==> config.mk <==
export PLATFORM = sky130hd
export DESIGN_NAME = spi_frame_scheduler_flat
export DESIGN_NICKNAME = d
export VERILOG_FILES = /design/src/rtl/spi_frame_scheduler_pkg.sv /design/src/rtl/spi_frame_scheduler_if.sv /design/src/rtl/spi_frame_scheduler_sclk_gen.sv /design/src/rtl/spi_frame_scheduler.sv /design/src/flat_wrapper.sv
export SDC_FILE = /design/constraint.sdc
export NUM_CORES = 1
export LEC_CHECK = 0
export CAP_MARGIN = 20
export CORE_UTILIZATION = 30
export DETAILED_ROUTE_END_ITERATION = 8
export HOLD_SLACK_MARGIN = 0.15
export PLACE_DENSITY = 0.49
export REMOVE_ABC_BUFFERS = 1
export SYNTH_ARGS = -nofsm -noshare
export SYNTH_HDL_FRONTEND = slang
export SYNTH_SLANG_ARGS = --single-unit
export TNS_END_PERCENT = 100
==> constraint.sdc <==
create_clock -name clk -period 1.5 [get_ports clk]
set_input_delay 0.3 -clock clk [delete_from_list [all_inputs] [get_ports clk]]
set_output_delay 0.3 -clock clk [all_outputs]
set_load 0.01 [all_outputs]
==> src/rtl/spi_frame_scheduler_pkg.sv <==
// Shared types and defaults for the SPI status-frame scheduler and its packer.
package spi_frame_scheduler_pkg;

  localparam int FRAME_W_DEF = 32;

  typedef enum logic [2:0] {IDLE, REQ, LOAD, SHIFT, GAP} spi_state_e;

  // Counter width for a modulo-n counter, never narrower than one bit.
  function automatic int cnt_w(input int n);
    return (n > 1) ? $clog2(n) : 1;
  endfunction

endpackage

==> src/rtl/spi_frame_scheduler_if.sv <==
// Control, packer and SPI pin bundle of the frame scheduler; master is the scheduler side.
interface spi_frame_scheduler_if
  import spi_frame_scheduler_pkg::*;
#(
  parameter int FRAME_W = FRAME_W_DEF
);

  logic               enable;
  logic               trig;
  logic [FRAME_W-1:0] data_frame;
  logic               req;
  logic               sclk;
  logic               mosi;
  logic               cs_n;
  logic               busy;
  logic               done;
  logic               overrun;

  modport master (
    input  enable, trig, data_frame,
    output req, sclk, mosi, cs_n, busy, done, overrun
  );

  modport slave (
    output enable, trig, data_frame,
    input  req, sclk, mosi, cs_n, busy, done, overrun
  );

endinterface

==> src/rtl/spi_frame_scheduler_sclk_gen.sv <==
// SPI clock divider: toggles sclk every HALF_DIV cycles while run_i, flags rise/fall.
module spi_sclk_gen
  import spi_frame_scheduler_pkg::*;
#(
  parameter int HALF_DIV = 4
) (
  input  logic clk,
  input  logic reset,
  input  logic start_i,
  input  logic run_i,
  output logic sclk_o,
  output logic rise_stb_o,
  output logic fall_stb_o
);

  localparam int              DIV_W    = cnt_w(HALF_DIV);
  localparam logic [DIV_W-1:0] DIV_LAST = DIV_W'(HALF_DIV - 1);

  logic [DIV_W-1:0] div_cnt_q, div_cnt_d;
  logic             sclk_q, sclk_d;
  logic             tc;

  assign tc         = run_i && (div_cnt_q == DIV_LAST);
  assign rise_stb_o = tc && !sclk_q;
  assign fall_stb_o = tc && sclk_q;
  assign sclk_o     = sclk_q;

  always_comb begin
    // NOTE: defaults first so every path assigns both signals and no latch is inferred.
    div_cnt_d = div_cnt_q;
    sclk_d    = sclk_q;
    if (start_i || !run_i) begin
      div_cnt_d = '0;
      sclk_d    = 1'b0;
    end else if (tc) begin
      div_cnt_d = '0;
      sclk_d    = !sclk_q;
    end else begin
      div_cnt_d = div_cnt_q + 1'b1;
    end
  end

  // NOTE: sequential state uses non-blocking assignments so all registers update together.
  always_ff @(posedge clk or negedge reset) begin
    if (!reset) begin
      div_cnt_q <= '0;
      sclk_q    <= 1'b0;
    end else begin
      div_cnt_q <= div_cnt_d;
      sclk_q    <= sclk_d;
    end
  end

endmodule

==> src/rtl/spi_frame_scheduler.sv <==
// Requests a frame from spi_packer on trigger and shifts it out as a mode-0 SPI master.
module spi_frame_scheduler
  import spi_frame_scheduler_pkg::*;
#(
  parameter int FRAME_W  = FRAME_W_DEF,
  parameter int HALF_DIV = 4,
  parameter int GAP_CYC  = 8
) (
  input  logic                  clk,
  input  logic                  reset,
  spi_frame_scheduler_if.master bus
);

  localparam int               BIT_W    = $clog2(FRAME_W + 1);
  localparam int               GAP_W    = cnt_w(GAP_CYC);
  localparam logic [BIT_W-1:0] BIT_LAST = BIT_W'(FRAME_W);
  localparam logic [GAP_W-1:0] GAP_LAST = GAP_W'(GAP_CYC - 1);

  spi_state_e         state_q;
  logic               pending_q;
  logic [FRAME_W-1:0] shreg_q;
  logic [BIT_W-1:0]   bit_cnt_q;
  logic [GAP_W-1:0]   gap_cnt_q;
  logic               req_q, cs_n_q, mosi_q, busy_q, done_q, overrun_q;

  logic trig_acc, sclk_start, sclk_run, sclk, rise_stb, fall_stb;

  assign trig_acc   = bus.enable && bus.trig;
  assign sclk_start = (state_q == LOAD);
  assign sclk_run   = (state_q == SHIFT);

  spi_sclk_gen #(.HALF_DIV(HALF_DIV)) u_sclk_gen (
    .clk        (clk),
    .reset      (reset),
    .start_i    (sclk_start),
    .run_i      (sclk_run),
    .sclk_o     (sclk),
    .rise_stb_o (rise_stb),
    .fall_stb_o (fall_stb)
  );

  always_ff @(posedge clk or negedge reset) begin
    if (!reset) begin
      state_q   <= IDLE;
      pending_q <= 1'b0;
      // NOTE: the shift register is reset too; it is small and keeps mosi deterministic.
      shreg_q   <= '0;
      bit_cnt_q <= '0;
      gap_cnt_q <= '0;
      req_q     <= 1'b0;
      cs_n_q    <= 1'b1;
      mosi_q    <= 1'b0;
      busy_q    <= 1'b0;
      done_q    <= 1'b0;
      overrun_q <= 1'b0;
    end else begin
      req_q     <= 1'b0;
      done_q    <= 1'b0;
      overrun_q <= 1'b0;

      // One trigger may wait behind the frame in flight; any further one is dropped.
      if (state_q != IDLE && trig_acc) begin
        if (pending_q) overrun_q <= 1'b1;
        else           pending_q <= 1'b1;
      end

      case (state_q)
        IDLE: begin
          if (trig_acc || pending_q) begin
            state_q   <= REQ;
            req_q     <= 1'b1;
            busy_q    <= 1'b1;
            pending_q <= 1'b0;
          end
        end
        REQ: state_q <= LOAD;
        LOAD: begin
          shreg_q   <= bus.data_frame;
          mosi_q    <= bus.data_frame[FRAME_W-1];
          cs_n_q    <= 1'b0;
          bit_cnt_q <= '0;
          state_q   <= SHIFT;
        end
        SHIFT: begin
          if (rise_stb) begin
            bit_cnt_q <= bit_cnt_q + 1'b1;
          end else if (fall_stb) begin
            if (bit_cnt_q == BIT_LAST) begin
              state_q   <= GAP;
              cs_n_q    <= 1'b1;
              mosi_q    <= 1'b0;
              done_q    <= 1'b1;
              gap_cnt_q <= '0;
            end else begin
              shreg_q <= {shreg_q[FRAME_W-2:0], 1'b0};
              mosi_q  <= shreg_q[FRAME_W-2];
            end
          end
        end
        GAP: begin
          if (gap_cnt_q == GAP_LAST) begin
            state_q <= IDLE;
            busy_q  <= 1'b0;
          end else begin
            gap_cnt_q <= gap_cnt_q + 1'b1;
          end
        end
        default: state_q <= IDLE;
      endcase
    end
  end

  assign bus.req     = req_q;
  assign bus.sclk    = sclk;
  assign bus.mosi    = mosi_q;
  assign bus.cs_n    = cs_n_q;
  assign bus.busy    = busy_q;
  assign bus.done    = done_q;
  assign bus.overrun = overrun_q;

endmodule

==> src/flat_wrapper.sv <==
// flat-port wrapper written by rule: the top's interface ports become plain ports
module spi_frame_scheduler_flat import spi_frame_scheduler_pkg::*;
#(
  parameter int FRAME_W  = FRAME_W_DEF,
  parameter int HALF_DIV = 4,
  parameter int GAP_CYC  = 8
)
  (clk, reset, bus_enable, bus_trig, bus_data_frame, bus_req, bus_sclk, bus_mosi, bus_cs_n, bus_busy, bus_done, bus_overrun);
  spi_frame_scheduler_if #(.FRAME_W(FRAME_W)) bus_i ();
  input  logic clk;
  input  logic reset;
  input wire logic [$bits(bus_i.enable)-1:0] bus_enable;
  input wire logic [$bits(bus_i.trig)-1:0] bus_trig;
  input wire logic [$bits(bus_i.data_frame)-1:0] bus_data_frame;
  output wire logic [$bits(bus_i.req)-1:0] bus_req;
  output wire logic [$bits(bus_i.sclk)-1:0] bus_sclk;
  output wire logic [$bits(bus_i.mosi)-1:0] bus_mosi;
  output wire logic [$bits(bus_i.cs_n)-1:0] bus_cs_n;
  output wire logic [$bits(bus_i.busy)-1:0] bus_busy;
  output wire logic [$bits(bus_i.done)-1:0] bus_done;
  output wire logic [$bits(bus_i.overrun)-1:0] bus_overrun;
  assign bus_i.enable = bus_enable;
  assign bus_i.trig = bus_trig;
  assign bus_i.data_frame = bus_data_frame;
  assign bus_req = bus_i.req;
  assign bus_sclk = bus_i.sclk;
  assign bus_mosi = bus_i.mosi;
  assign bus_cs_n = bus_i.cs_n;
  assign bus_busy = bus_i.busy;
  assign bus_done = bus_i.done;
  assign bus_overrun = bus_i.overrun;
  spi_frame_scheduler #(.FRAME_W(FRAME_W), .HALF_DIV(HALF_DIV), .GAP_CYC(GAP_CYC)) u_core (.clk(clk), .reset(reset), .bus(bus_i));
endmodule
==> flow_summary.ini <==
[detailed_routing]
viasPerCell = 4.971
route.layer.met1.wl_um = 2807
num_vias = 1879
top_layer = met4
wl_met2_um = 2481
ant_nets = 0
firstDrtPassIters = 4
wl_um = 5586
drc_errors = 0
drt_iter0_markers = 60
wl_met3_um = 246
post_drt_wl_per_cell_um = 14.78

[clocking]
cts_root_buf = clkbuf_8
clkTransAtPathRegs_ns = 0.10
clkSinkCount = 53
clk-insertion-delay-late_ns = 0.30
cts_buffers = 5
cts_buffer_depth = 2
h-tree-depth = 2
cts_tree = done

[run_status]
outcome = finished with violations
violations = setup timing

[timing]
period_needed_ns = 1.602
setup_viol = 31
fin_crit_sh_pct = 106.8
worstMarginPinSlew_ns = 0.2925
drv_slew = 0
fmax_ghz = 0.6244
rsz0062_at_grt = yes
layout_setup_ws_ns = -0.1016
hold_violations = 0
max_slew_margin_pct = 80.35
fin_skew_ns = 0.007367

[synth]
avgSynthCellArea_sq_um = 11.81
async_reset_ff_share_pct = 100.0
synth-edff-count = 0
synth-seq-cells = 53
ys.flop_type = dfrtp_1
ys_seq_area_share_pct = 54.02
yosysWarningCount = 0
netlist_area_sq_um = 2457
syn_inst = 208
ys_types = 38

[grt]
grt_pass1_vias = 1901
grt_antenna_before_repair = 0
grt_use_total_pct = 14.41
grt_max_degree = 54
grt_pass1_wl_um = 9756
grt_overflow = 0

[placed_design]
place_ws_ns = -0.1421
gp_congestion = 0.7192
io_buffers = 42
dpl.cell_count = 365
place_area_sq_um = 3147
hpwl_um = 3577

[worst_setup_path]
crit_family = compound AO/OA/AOI/OAI gates
cpPeakStageDelay_ns = 0.39
crit_buf_inv = 1
critPathSlowestCell = dfrtp_1
worstPathArrival_ns = 1.80
crit_type = reg2reg
endpoint_kind = flop
path_cells = inv_1 -> ha_1 -> nor4b_4 -> nand2_2 -> o21a_4 -> o221a_1
crit_fanout = 16
start_kind = flop
crit_required_ns = 1.70

[final_layout]
syn_to_final_growth_pct = 37.68
drive_gt1_share_pct = 22.10
fin_nets = 316
fin_area_sq_um = 3383
nFillCells = 768
fin_cells = 378
diodes = 0

[power_and_ir_drop]
pwr-share-seq_pct = 56.4
combPwrFrac_pct = 6.7
p_per_area_nw_per_um2 = 779.2
internal_power_w = 0.002089
netSwitchingFraction_pct = 20.75
clock_power_share_pct = 36.9
peakVddDrop_mv = 0.3382
switchingPower_w = 0.0005471
p_leak_nw = 1.383

[floorplan]
coreArea_sq_um = 7807
die_w_um = 92.51
pin_count = 43
floorplan.initialDensity_pct = 31.47
die_h_um = 92.51
num_rows = 32
die-area_sq_um = 8557

[run]
maxCapViolations = 0

[min_path]
hold_class = in2async
## path summary, 6_finish.rpt
kind,from,end,slack (ns),cells past startpoint
hold reg to reg,u_core.pending_q$_DFF_PN0_,u_core.bus.overrun$_DFF_PN0_,0.53,2
setup / recovery,u_core.bit_cnt_q[1]$_DFFE_PN0P_,u_core.shreg_q[10]$_DFFE_PN0P_,-0.10,6
min in group clk,u_core.pending_q$_DFF_PN0_,u_core.bus.overrun$_DFF_PN0_,0.53,2
setup reg to reg,u_core.bit_cnt_q[1]$_DFFE_PN0P_,u_core.shreg_q[10]$_DFFE_PN0P_,-0.10,6
max in group asynchronous,reset,u_core.bus.cs_n$_DFFE_PN1P_,0.71,3
hold / removal,reset,u_core.shreg_q[6]$_DFFE_PN0P_,0.51,3
## final cells by class
type                       instances  area, sq um  area share (%)
sequential                        53         1331           39.35
multi-input combinational        135         1104           32.62
tap                              102        127.6           3.772
timing repair buffer              74        686.9           20.30
clock inverter                     2        38.79           1.146
clock buffer                       6        72.57           2.145
inverter                           6        22.52          0.6657
## state kept, by name, summed over array words and instances (netlist names), 2 cells and up
name / count
u_core.shreg_q: 31
u_core.bit_cnt_q: 6
u_core.gap_cnt_q: 3
u_core.state_q: 3
u_core.u_sclk_gen.div_cnt_q: 2
## what timing repair did
action | CTS | global route
pin swaps | 1 | 7
buffers inserted | 0 | 3
cloned | 1 | 0
hold buffers | 1 | 0
gates resized for setup | 9 | 15
hold endpoints to repair | 52 | 0
setup endpoints to repair | 39 | 40
## through the flow
step	hold slack [ns]	power (W)	utilization (%)	setup TNS (ns)
finish	0.5077	0.002636	43.33	-2.704
global route	0.5363	0.002760	43.33	-5.518
global placement	0.3241	0.001694	40.30	-2.664
CTS	0.5222	0.002683	42.21	-3.710
detailed placement	0.3210	0.001694	40.30	-4.107
floorplan	0.004409	0.001551	-	-29.11
## worst reg2reg max path: cells and delay by family, from the launching register on
kind                       cells  cell delay (ns)
adders and majority gates      1             0.14
buffers and inverters          1             0.06
AOI/OAI and AO/OA              2             0.54
and+or+nand+nor                2             0.37
DFF                            1             0.39
## metal layers
layer	GRT usage [%]	vias to the layer above
met5	0	-
met4	4.297	0
met3	2.874	6
met2	20.80	28
met1	21.58	923
li1	-	922
## cells by family (layout without fill, tap and decap cells)
logic type | count (synthesis) | in the layout | synth area share (%)
simple gates | 75 | 75 | 18.18
flops | 53 | 53 | 54.02
compound gates | 50 | 51 | 19.30
buf+inv | 21 | 88 | 4.531
fa+ha+maj | 5 | 5 | 2.546
xor+xnor | 4 | 4 | 1.426
## power by group through the flow
stage	clock network, W	logic [W]	registers [W]
finish	0.000972	0.000176	0.00149
CTS	0.00101	0.000181	0.00149
detailed placement	0	0.000178	0.00152
global placement	0	0.000177	0.00152
global route	0.00107	0.000194	0.00150
floorplan	0	0.0000396	0.00151
## placed cells by master (no fill, tap or decap), drive strengths merged, types with 6 or more instances in the layout
| cell type | instances |
|---|---|
| o221a | 30 |
| clkbuf | 6 |
| clkdlybuf4s50 | 35 |
| nand3 | 7 |
| nand2 | 11 |
| or3 | 30 |
| inv | 6 |
| nor2 | 10 |
| buf | 32 |
| dfrtp | 52 |
## Yosys cell counts (2+ instances only)
cell type / number / area, sq um
a21o_1: 2 / 15.01
a21oi_1: 5 / 25.02
a22o_1: 2 / 17.52
and2_1: 2 / 12.51
buf_2: 5 / 25.02
buf_6: 3 / 33.78
clkbuf_1: 6 / 22.52
dfrtp_1: 52 / 1301
ha_1: 5 / 62.56
inv_1: 5 / 18.77
nand2_1: 10 / 37.54
nand2b_1: 2 / 12.51
nand3_1: 7 / 35.03
nor2_1: 10 / 37.54
nor3_1: 4 / 20.02
o21ai_1: 5 / 25.02
o221a_1: 30 / 337.8
or3_1: 30 / 187.7
xnor2_1: 4 / 35.03
(Power assumes the default switching activity.)
